===== src/rtl/refresh_arbiter.sv =====
// refresh_arbiter: arbitrates memory ownership between host accesses and owed refreshes
// Ports: clk, rst (async, active-high); refresh_tick (one refresh owed), req (host level request),
//        access_done (granted access complete); gnt (host owns memory), ref_cmd (one-cycle refresh
//        command), ref_busy (refresh in progress), pending[3:0] (owed refreshes), overflow (sticky
//        tick lost at saturation).
module refresh_arbiter #(
    parameter int MAX_PENDING = 8,
    parameter int T_RFC       = 8
) (
    input  logic       clk,
    input  logic       rst,
    input  logic       refresh_tick,
    input  logic       req,
    input  logic       access_done,
    output logic       gnt,
    output logic       ref_cmd,
    output logic       ref_busy,
    output logic [3:0] pending,
    output logic       overflow
);
    typedef enum logic [1:0] {IDLE, ACCESS, REF_CMD, REF_WAIT} state_t;
    state_t     state, next_state;
    logic [7:0] wait_cnt;
    logic       urgent, dec;
    assign urgent   = pending >= 4'(MAX_PENDING);
    assign dec      = state == REF_CMD;
    assign gnt      = state == ACCESS;
    assign ref_cmd  = state == REF_CMD;
    assign ref_busy = state == REF_CMD || state == REF_WAIT;
    always_comb begin
        next_state = state;
        case (state)
            IDLE:     next_state = urgent ? REF_CMD : req ? ACCESS : (pending != 4'd0) ? REF_CMD : IDLE;
            ACCESS:   next_state = access_done ? IDLE : ACCESS;
            REF_CMD:  next_state = REF_WAIT;
            REF_WAIT: next_state = (wait_cnt == 8'd0) ? IDLE : REF_WAIT;
            default:  next_state = IDLE;
        endcase
    end
    always_ff @(posedge clk or posedge rst) begin
        if (rst) begin
            state    <= IDLE;
            wait_cnt <= 8'd0;
            pending  <= 4'd0;
            overflow <= 1'b0;
        end else begin
            state    <= next_state;
            wait_cnt <= dec ? 8'(T_RFC - 1) : (state == REF_WAIT && wait_cnt != 8'd0) ? wait_cnt - 8'd1 : wait_cnt;
            // A tick coinciding with the REF_CMD decrement cancels out and cannot overflow
            if (refresh_tick && !dec) begin
                if (pending < 4'(MAX_PENDING)) pending <= pending + 4'd1;
                else overflow <= 1'b1;
            end else if (!refresh_tick && dec) begin
                pending <= pending - 4'd1;
            end
        end
    end
endmodule


===== config.mk =====
export PLATFORM = sky130hd
export DESIGN_NAME = refresh_arbiter
export DESIGN_NICKNAME = d
export VERILOG_FILES = /design/src/rtl/refresh_arbiter.sv
export SDC_FILE = /design/constraint.sdc
export NUM_CORES = 1
export LEC_CHECK = 0
export ABC_CLOCK_PERIOD_IN_PS = 2850
export BUFFER_PORTS_ARGS = -buffer_cell sky130_fd_sc_hd__buf_2
export CORE_MARGIN = 1.5
export CORE_UTILIZATION = 58
export DETAILED_ROUTE_END_ITERATION = 6
export HOLD_SLACK_MARGIN = 0.03
export PLACE_DENSITY = 0.81
export SETUP_SLACK_MARGIN = 0.3
export SYNTH_ARGS = -nofsm -noshare
export SYNTH_HDL_FRONTEND = slang
export SYNTH_SLANG_ARGS = --single-unit

===== constraint.sdc =====
create_clock -name clk -period 2.85 [get_ports clk]
set_input_delay 0.285 -clock clk [delete_from_list [all_inputs] [get_ports clk]]
set_output_delay 0.285 -clock clk [all_outputs]
set_load 0.02 [all_outputs]

==> results of run 1 <==
[state kept, by name (all words and copies together), names as in the netlist]
signal / count
state: 2
overflow: 1
pending: 4
wait_cnt: 8
[worst paths after layout]
| check | from | to | slack (ns) | cells past startpoint |
|---|---|---|---|---|
| setup / recovery | state[1] | pending[3] | 0.90 | 6 |
| hold / removal | rst | pending[1] | 0.04 | 2 |
| setup reg to reg | state[1] | pending[3] | 0.90 | 6 |
| hold reg to reg | overflow | overflow | 0.47 | 1 |
| max in group asynchronous | rst | wait_cnt[5] | 2.43 | 2 |
| min in group clk | access_done | state[0] | 0.33 | 4 |
[Yosys cell counts, drive strengths merged (2+ instances only)]
library cell | instances | area [um2]
mux2 | 2 | 22.5
or3 | 3 | 33.8
nor2 | 5 | 18.8
inv | 8 | 30.0
nor3 | 4 | 20.0
nand2b | 5 | 31.3
dfrtp | 15 | 375
nand3 | 2 | 10.0
o22ai | 2 | 12.5
o21ai | 6 | 30.0
o311ai | 2 | 17.5
nand2 | 7 | 26.3
nor2b | 2 | 12.5
a21o | 2 | 15.0
a21oi | 2 | 10.0
nor4 | 3 | 31.3
clkbuf | 3 | 11.3
ha | 4 | 50.1
a22o | 2 | 18.8
[power groups by stage]
stage	registers [mW]	clock network, mW	logic (mW)
2_1_floorplan	0.440	0	0.470
3_3_place_gp	0.454	0	0.584
3_5_place_dp	0.462	0	0.610
4_1_cts	0.457	0.123	0.613
5_1_grt	0.486	0.129	0.696
6_report	0.458	0.119	0.608
[area by class of cell]
class                      count  area (um2)  area share, %
clock buffer                   4        26.3           2.65
timing repair buffer          12        60.1           6.06
inverter                       8        30.0           3.03
tap                           16        20.0           2.02
multi-input combinational     66         479           48.4
sequential                    15         375           37.9
[per-stage QoR]
step | instances | power (mW) | instance area, um2 | hold WS (ns) | util (%)
after floorplan | 92 | 0.910 | 896 | 0.186 | -
after global placement | 117 | 1.04 | 965 | 0.366 | 65.6
after detailed placement | 117 | 1.07 | 965 | 0.372 | 65.6
after CTS | 121 | 1.19 | 991 | 0.0652 | 67.3
after global routing | 121 | 1.31 | 991 | 0.0992 | 67.3
final | 121 | 1.18 | 991 | 0.0442 | 67.3
[metal layers]
| layer | up-vias | global-route usage [%] | wire length (um) |
|---|---|---|---|
| met1 | 372 | 33.3 | 772 |
| met2 | 20 | 40.6 | 909 |
| met5 | - | 0 | 0 |
| met4 | 0 | 11.3 | 32 |
| li1 | 357 | - | - |
| met3 | 4 | 2.59 | 53 |
[cell families (layout without fill, tap and decap cells)]
| group | after synthesis | in the layout | share of synthesized area [%] |
|---|---|---|---|
| and+or+nand+nor | 33 | 33 | 22.1 |
| AOI/OAI and AO/OA | 23 | 23 | 18.0 |
| DFF | 15 | 15 | 41.9 |
| buffers and inverters | 11 | 24 | 4.61 |
| adders and majority gates | 5 | 5 | 7.82 |
| muxes | 3 | 3 | 3.63 |
| xor gates and xnor gates | 2 | 2 | 1.96 |
[worst max-delay path: stages (launching register included)]
cell	delay, ns
dfrtp_1	0.58
nand2b_1	0.22
nand2_1	0.22
ha_1	0.27
a21oi_1	0.22
mux2i_1	0.22
o22ai_1	0.10
==> metrics, run 1 <==
initial antenna violation count 0; final cycle utilization of the critical path 68.3%; sequential area share after synthesis 41.9%; largest net degree at the start of global routing 16; DRT Pass-1 Iters 4; predominant post-synthesis flop cell dfrtp_1; global route overflow 0; Max VDD drop 0.615 mV; ys async rst share 100%; outcome completed; Die Y 42.3 um; register bit total from synthesis 15; global-route wire length before repair 3310 um; PortBufs 12; Routed Antenna Nets 0; # DRC 0; commonest non-fill, non-tap cell in the layout dfrtp_1; Post-synth EDFFs 0; Fin. Hold Viols 0; Setup CP Type flip-flop to flip-flop; Pwr Density 1200 nW/um2; CTS buffer count 3; Critical Path Sink Type flip-flop; Final Critical Period 1.95 ns; Cell Area, Synth 896 um2; Post-CTS Hold Fix Bufs 0; post-synthesis net count a little over 100; CTS max path bufs 2; most frequent cells in the layout dfrtp_1 (15), buf_2 (12), inv_1 (7), nand2_1 (7); Sw Share 45.8%; setup ws final between 0.9 and 1 ns; Syn. warnings 0; layout cell share with drive strength beyond 1 around 23%; total global-route track usage 24.9%; Clk Latency, worst-skew pair 0.28 ns; vias in the first global route 758; Seq pwr share around two fifths; Max Clk Rate slightly above 0.5 GHz; Die ar. approximately 1800 um2; Fillers 134; Worst Path Arrival 2.11 ns; Clk network pwr share 10.0%; Required @ worst endpoint 3.01 ns; CTS clk-pin slew, worst paths approximately 0.090 ns; Leakage 0.458 nW; Gate Count Post-Synth 92; Internal roughly 0.64 mW; Area growth, synth to finish 10.6%; Sum Neg Setup Slack 0 ns; placeable core area 1470 um2; worst-path fanout max 14; Total Wirelength 1770 um; Slew @ Worst Pin 0.589 ns; buffer count from post-CTS setup fixing 0; Starting DRT DRC Count 21; root buf cell clkbuf_4; Mean Syn Cell Area 9.74 um2; I/O Pins 13; cell row count 14; # setup viols final 0; clk_skew 0.00507 ns; Netlist cell types 37; pre-CTS setup slack 0.939 ns; H-Tree Depth 1; Resized Gates After CTS 0; wire per inst roughly 15 um; ant diodes 0; CTS tree built; max-cap violations 0; die width approximately 42 um; slew margin rel. approximately three fifths; detailed-route via count 753; type of origin of the critical path flip-flop; Nets 116; RSZ-0062 raised after global routing no; # clock sinks 15; HP Class input port to asynchronous set/reset pin; Initial Util 60.9%; Comb pwr share 51.3%; routability congestion estimate from global placement 0.925; detailed placer's ending HPWL 1380 um; Final Max Tran Viols 0; vias per cell 6.22; Psw ~0.54 mW
(Power assumes the default switching activity.)
==> inputs of run 2 (changes only) <==
--- a/config.mk
+++ b/config.mk
@@ -5,13 +5,14 @@
 export SDC_FILE = /design/constraint.sdc
 export NUM_CORES = 1
 export LEC_CHECK = 0
-export ABC_CLOCK_PERIOD_IN_PS = 2850
+export ABC_AREA = 1
+export ABC_CLOCK_PERIOD_IN_PS = 2000
 export BUFFER_PORTS_ARGS = -buffer_cell sky130_fd_sc_hd__buf_2
 export CORE_MARGIN = 1.5
-export CORE_UTILIZATION = 58
+export CORE_UTILIZATION = 54
 export DETAILED_ROUTE_END_ITERATION = 6
 export HOLD_SLACK_MARGIN = 0.03
-export PLACE_DENSITY = 0.81
+export PLACE_DENSITY = 0.76
 export SETUP_SLACK_MARGIN = 0.3
 export SYNTH_ARGS = -nofsm -noshare
 export SYNTH_HDL_FRONTEND = slang
==> constraint.sdc (replaced) <==
create_clock -name clk -period 2 [get_ports clk]
set_input_delay 0.2 -clock clk [delete_from_list [all_inputs] [get_ports clk]]
set_output_delay 0.2 -clock clk [all_outputs]
set_load 0.02 [all_outputs]
==> run 2 against run 1 <==
Design area is 6.1% higher. Largest cell class unchanged. Setup slack worse by 0.49 ns. Synthesized area is 1.7% higher. Cell count is 22% higher. Die area is 8.5% higher. Utilization is 0.83 points higher. Hold slack better by 0.12 ns. Clock skew hardly changed. Synthesized cell count is 25% higher. Non-clock buffer count is 2 higher. Combinational power is 91% higher.
==> metrics, run 2 <==
post-synth top area cell dfrtp_1 (unchanged); Fillers 129 (was 134); max-cap violations 0 (unchanged); fin cells 148 (was 121); Syn. warnings 0 (unchanged); Netlist cell types 23 (was 37); Internal 0.953 mW (was 0.642 mW); Setup CP Type flip-flop to flip-flop (unchanged); Sum Neg Setup Slack 0 ns (unchanged); Slew @ Worst Pin 0.575 ns (was 0.589 ns); routability congestion estimate from global placement 0.860 (was 0.925); type of origin of the critical path flip-flop (unchanged); Starting DRT DRC Count 37 (was 21); vias in the first global route 720 (was 758); CP dominant cell by count nand2_4; die width 44.1 um (was 42.3 um); area share of the largest cell type after synthesis 41.2% (was 41.9%); Final Max Tran Viols 0 (unchanged); root buf cell clkbuf_4 (unchanged); Die ar. 1940 um2 (was 1790 um2); Critical Path Sink Type flip-flop (unchanged); Max VDD drop 1.05 mV (was 0.615 mV); Nets 143 (was 116); ys async rst share 100% (unchanged); CTS buffer count 3 (unchanged); slowest cell on the critical path dfrtp_2 (was dfrtp_1); CTS clk-pin slew, worst paths 0.10 ns (was 0.09 ns); Sw Share 51.1% (was 45.8%); cell row count 14 (unchanged); Psw 0.994 mW (was 0.543 mW); Routed Antenna Nets 0 (unchanged); Critical Path, Cell by Cell nand2_4 > nand2_4 > ha_4 > nand3_1 > a21oi_1 > nand3b_1 > nand2_1 (was nand2b_1 > nand2_1 > ha_1 > a21oi_1 > mux2i_1 > o22ai_1); Setup crit start state[1] (unchanged); Critical Path Stages 7 (was 6); worst hold start access_done; RSZ-0062 raised after global routing no (unchanged); CTS max path bufs 2 (unchanged); placeable core area 1540 um2 (was 1470 um2); # setup viols final 0 (unchanged); global route overflow 0 (unchanged); Leakage 0.543 nW (was 0.458 nW); ant diodes 0 (unchanged); Top reg by flops wait_cnt (unchanged); H-Tree Depth 1 (unchanged); Fin. Hold Viols 0 (unchanged); Die Y 44.1 um (was 42.3 um); Seq pwr share 30.8% (was 38.6%); Post-synth EDFFs 0 (unchanged); HP Class input port to flip-flop (was input port to asynchronous set/reset pin); cell with the most instances after synthesis nand2_1 (was dfrtp_1); # DRC 0 (unchanged); Clk network pwr share 9.4% (was 10.0%); Largest register FFs 8 (unchanged); CP top delay family simple AND/OR/NAND/NOR gates (was flip-flops); final cycle utilization of the critical path 79.6% (was 68.3%); Initial Util 59.1% (was 60.9%); post-synthesis net count 125 (was 102); Total Power 1.95 mW (was 1.18 mW); wire per inst 12.7 um (was 14.6 um); WHS Path Cells 4; Clk Latency, worst-skew pair 0.30 ns (was 0.28 ns); worst-path fanout max 10 (was 14); I/O Pins 13 (unchanged); # clock sinks 15 (unchanged); clk_skew 0.00471 ns (was 0.00507 ns); top cells by area, synth dfrtp_1 (41%), nand2_1 (9.1%), inv_1 (6.2%) (was dfrtp_1 (42%), ha_1 (5.6%), or3_4 (3.8%)); top flop regs wait_cnt (8), pending (4), state (2) (unchanged); outcome completed (unchanged); Final Critical Period 1.59 ns (was 1.95 ns); dpl cells 142 (was 117); Max Clk Rate 0.629 GHz (was 0.514 GHz); commonest non-fill, non-tap cell in the layout nand2_1 (was dfrtp_1); Mean Syn Cell Area 7.92 um2 (was 9.74 um2); synth cell count leaders nand2_1 (22), dfrtp_1 (15), inv_1 (15) (was dfrtp_1 (15), inv_1 (7), nand2_1 (7)); detailed placer's ending HPWL 1350 um (was 1380 um); Cell Area, Synth 911 um2 (was 896 um2); Required @ worst endpoint 2.19 ns (was 3.01 ns); layout cell share with drive strength beyond 1 24.2% (was 22.9%); DRT Pass-1 Iters 6 (was 4); CTS tree built (unchanged); Comb pwr share 59.8% (was 51.3%); PortBufs 12 (unchanged); Total Wirelength 1880 um (was 1770 um); initial antenna violation count 0 (unchanged); Gate Count Post-Synth 115 (was 92); global-route wire length before repair 3240 um (was 3310 um); register bit total from synthesis 15 (unchanged); sequential area share after synthesis 41.2% (was 41.9%); worst r2r src state[1] (unchanged); Area growth, synth to finish 15.4% (was 10.6%); slew margin rel. 61.6% (was 60.4%); most frequent cells in the layout nand2_1 (22), inv_1 (15), dfrtp_1 (14) (was dfrtp_1 (15), buf_2 (12), inv_1 (7), nand2_1 (7)); worst path buffer plus inverter count 0 (unchanged); Worst Path Arrival 1.78 ns (was 2.11 ns); detailed-route via count 811 (was 753); Worst path max stage delay 0.45 ns (was 0.58 ns); predominant post-synthesis flop cell dfrtp_1 (unchanged); vias per cell 5.48 (was 6.22); largest net degree at the start of global routing 16 (unchanged); R2R depth 7 (was 6); total global-route track usage 23.4% (was 24.9%); Pwr Density 1850 nW/um2 (was 1200 nW/um2)
run 2: cell types whose count changed after synthesis, sizes merged, moves of 4 or more:
cell    change
nor3        -4
o21ai       +7
nand2      +20
nand2b      -5
nand3       +9
inv        +10
nor2        +8
run 2: power by group through the flow:
stage | Clock, mW | Sequential, mW | Combinational [mW]
2_1_floorplan | 0 | 0.621 | 0.814
3_3_place_gp | 0 | 0.589 | 1.08
3_5_place_dp | 0 | 0.598 | 1.09
4_1_cts | 0.188 | 0.598 | 1.14
5_1_grt | 0.190 | 0.625 | 1.32
6_report | 0.182 | 0.600 | 1.16
run 2: timing repair:
action / CTS / global route
gates resized for setup: 1 / 2
endpoints found under the setup margin: 1 / 1
hold endpoints to repair: 15 / 0
setup buffers: 0 / 1
hold buffers: 1 / 0
pin swaps: 0 / 1
run 2: area by class of cell:
type | count | area [um2] | share of cell area, %
Clock buffer | 3 | 22.5 | 2.14
Multi-Input combinational cell | 81 | 482 | 45.8
Sequential cell | 15 | 377 | 35.8
Inverter | 18 | 67.6 | 6.43
Clock inverter | 1 | 5.00 | 0.476
Tap cell | 16 | 20.0 | 1.90
Timing Repair Buffer | 14 | 77.6 | 7.38
run 2: routing by layer:
layer	up-vias	GRT usage, %	part of all wire, %
met5	-	0	0
li1	402	-	-
met4	0	15.2	2.8
met1	369	34.5	47
met3	8	2.86	5.4
met2	32	32.4	44
run 2: stage by stage:
step | hold slack, ns | worst slack (ns) | area (um2) | utilization [%]
final | 0.163 | 0.409 | 1050 | 68.2
after global routing | 0.183 | 0.308 | 1050 | 68.2
after CTS | 0.157 | 0.353 | 1040 | 67.3
after detailed placement | 0.296 | 0.382 | 987 | 64.0
after global placement | 0.284 | 0.487 | 987 | 64.0
after floorplan | 0.101 | 0.531 | 911 | -
run 2: path summary, 6_finish.rpt:
kind	to	slack, ns
max in group asynchronous	state[1]	1.09
setup reg to reg	pending[3]	0.41
setup / recovery	pending[3]	0.41
hold / removal	state[0]	0.16
min in group asynchronous	overflow	0.50
hold reg to reg	overflow	0.47
run 2: cells by family after synthesis:
group	count (synthesis)	synth area share [%]
AOI/OAI and AO/OA	18	12.2
buffers and inverters	19	7.83
adders and majority gates	5	7.69
and+or+nand+nor	56	29.1
xor gates and xnor gates	2	1.92
DFF	15	41.2
run 2: worst min-delay path, delay by kind of cell:
family	cells	cell delay, ns
and+or+nand+nor	2	0.12
buffers and inverters	2	0.10
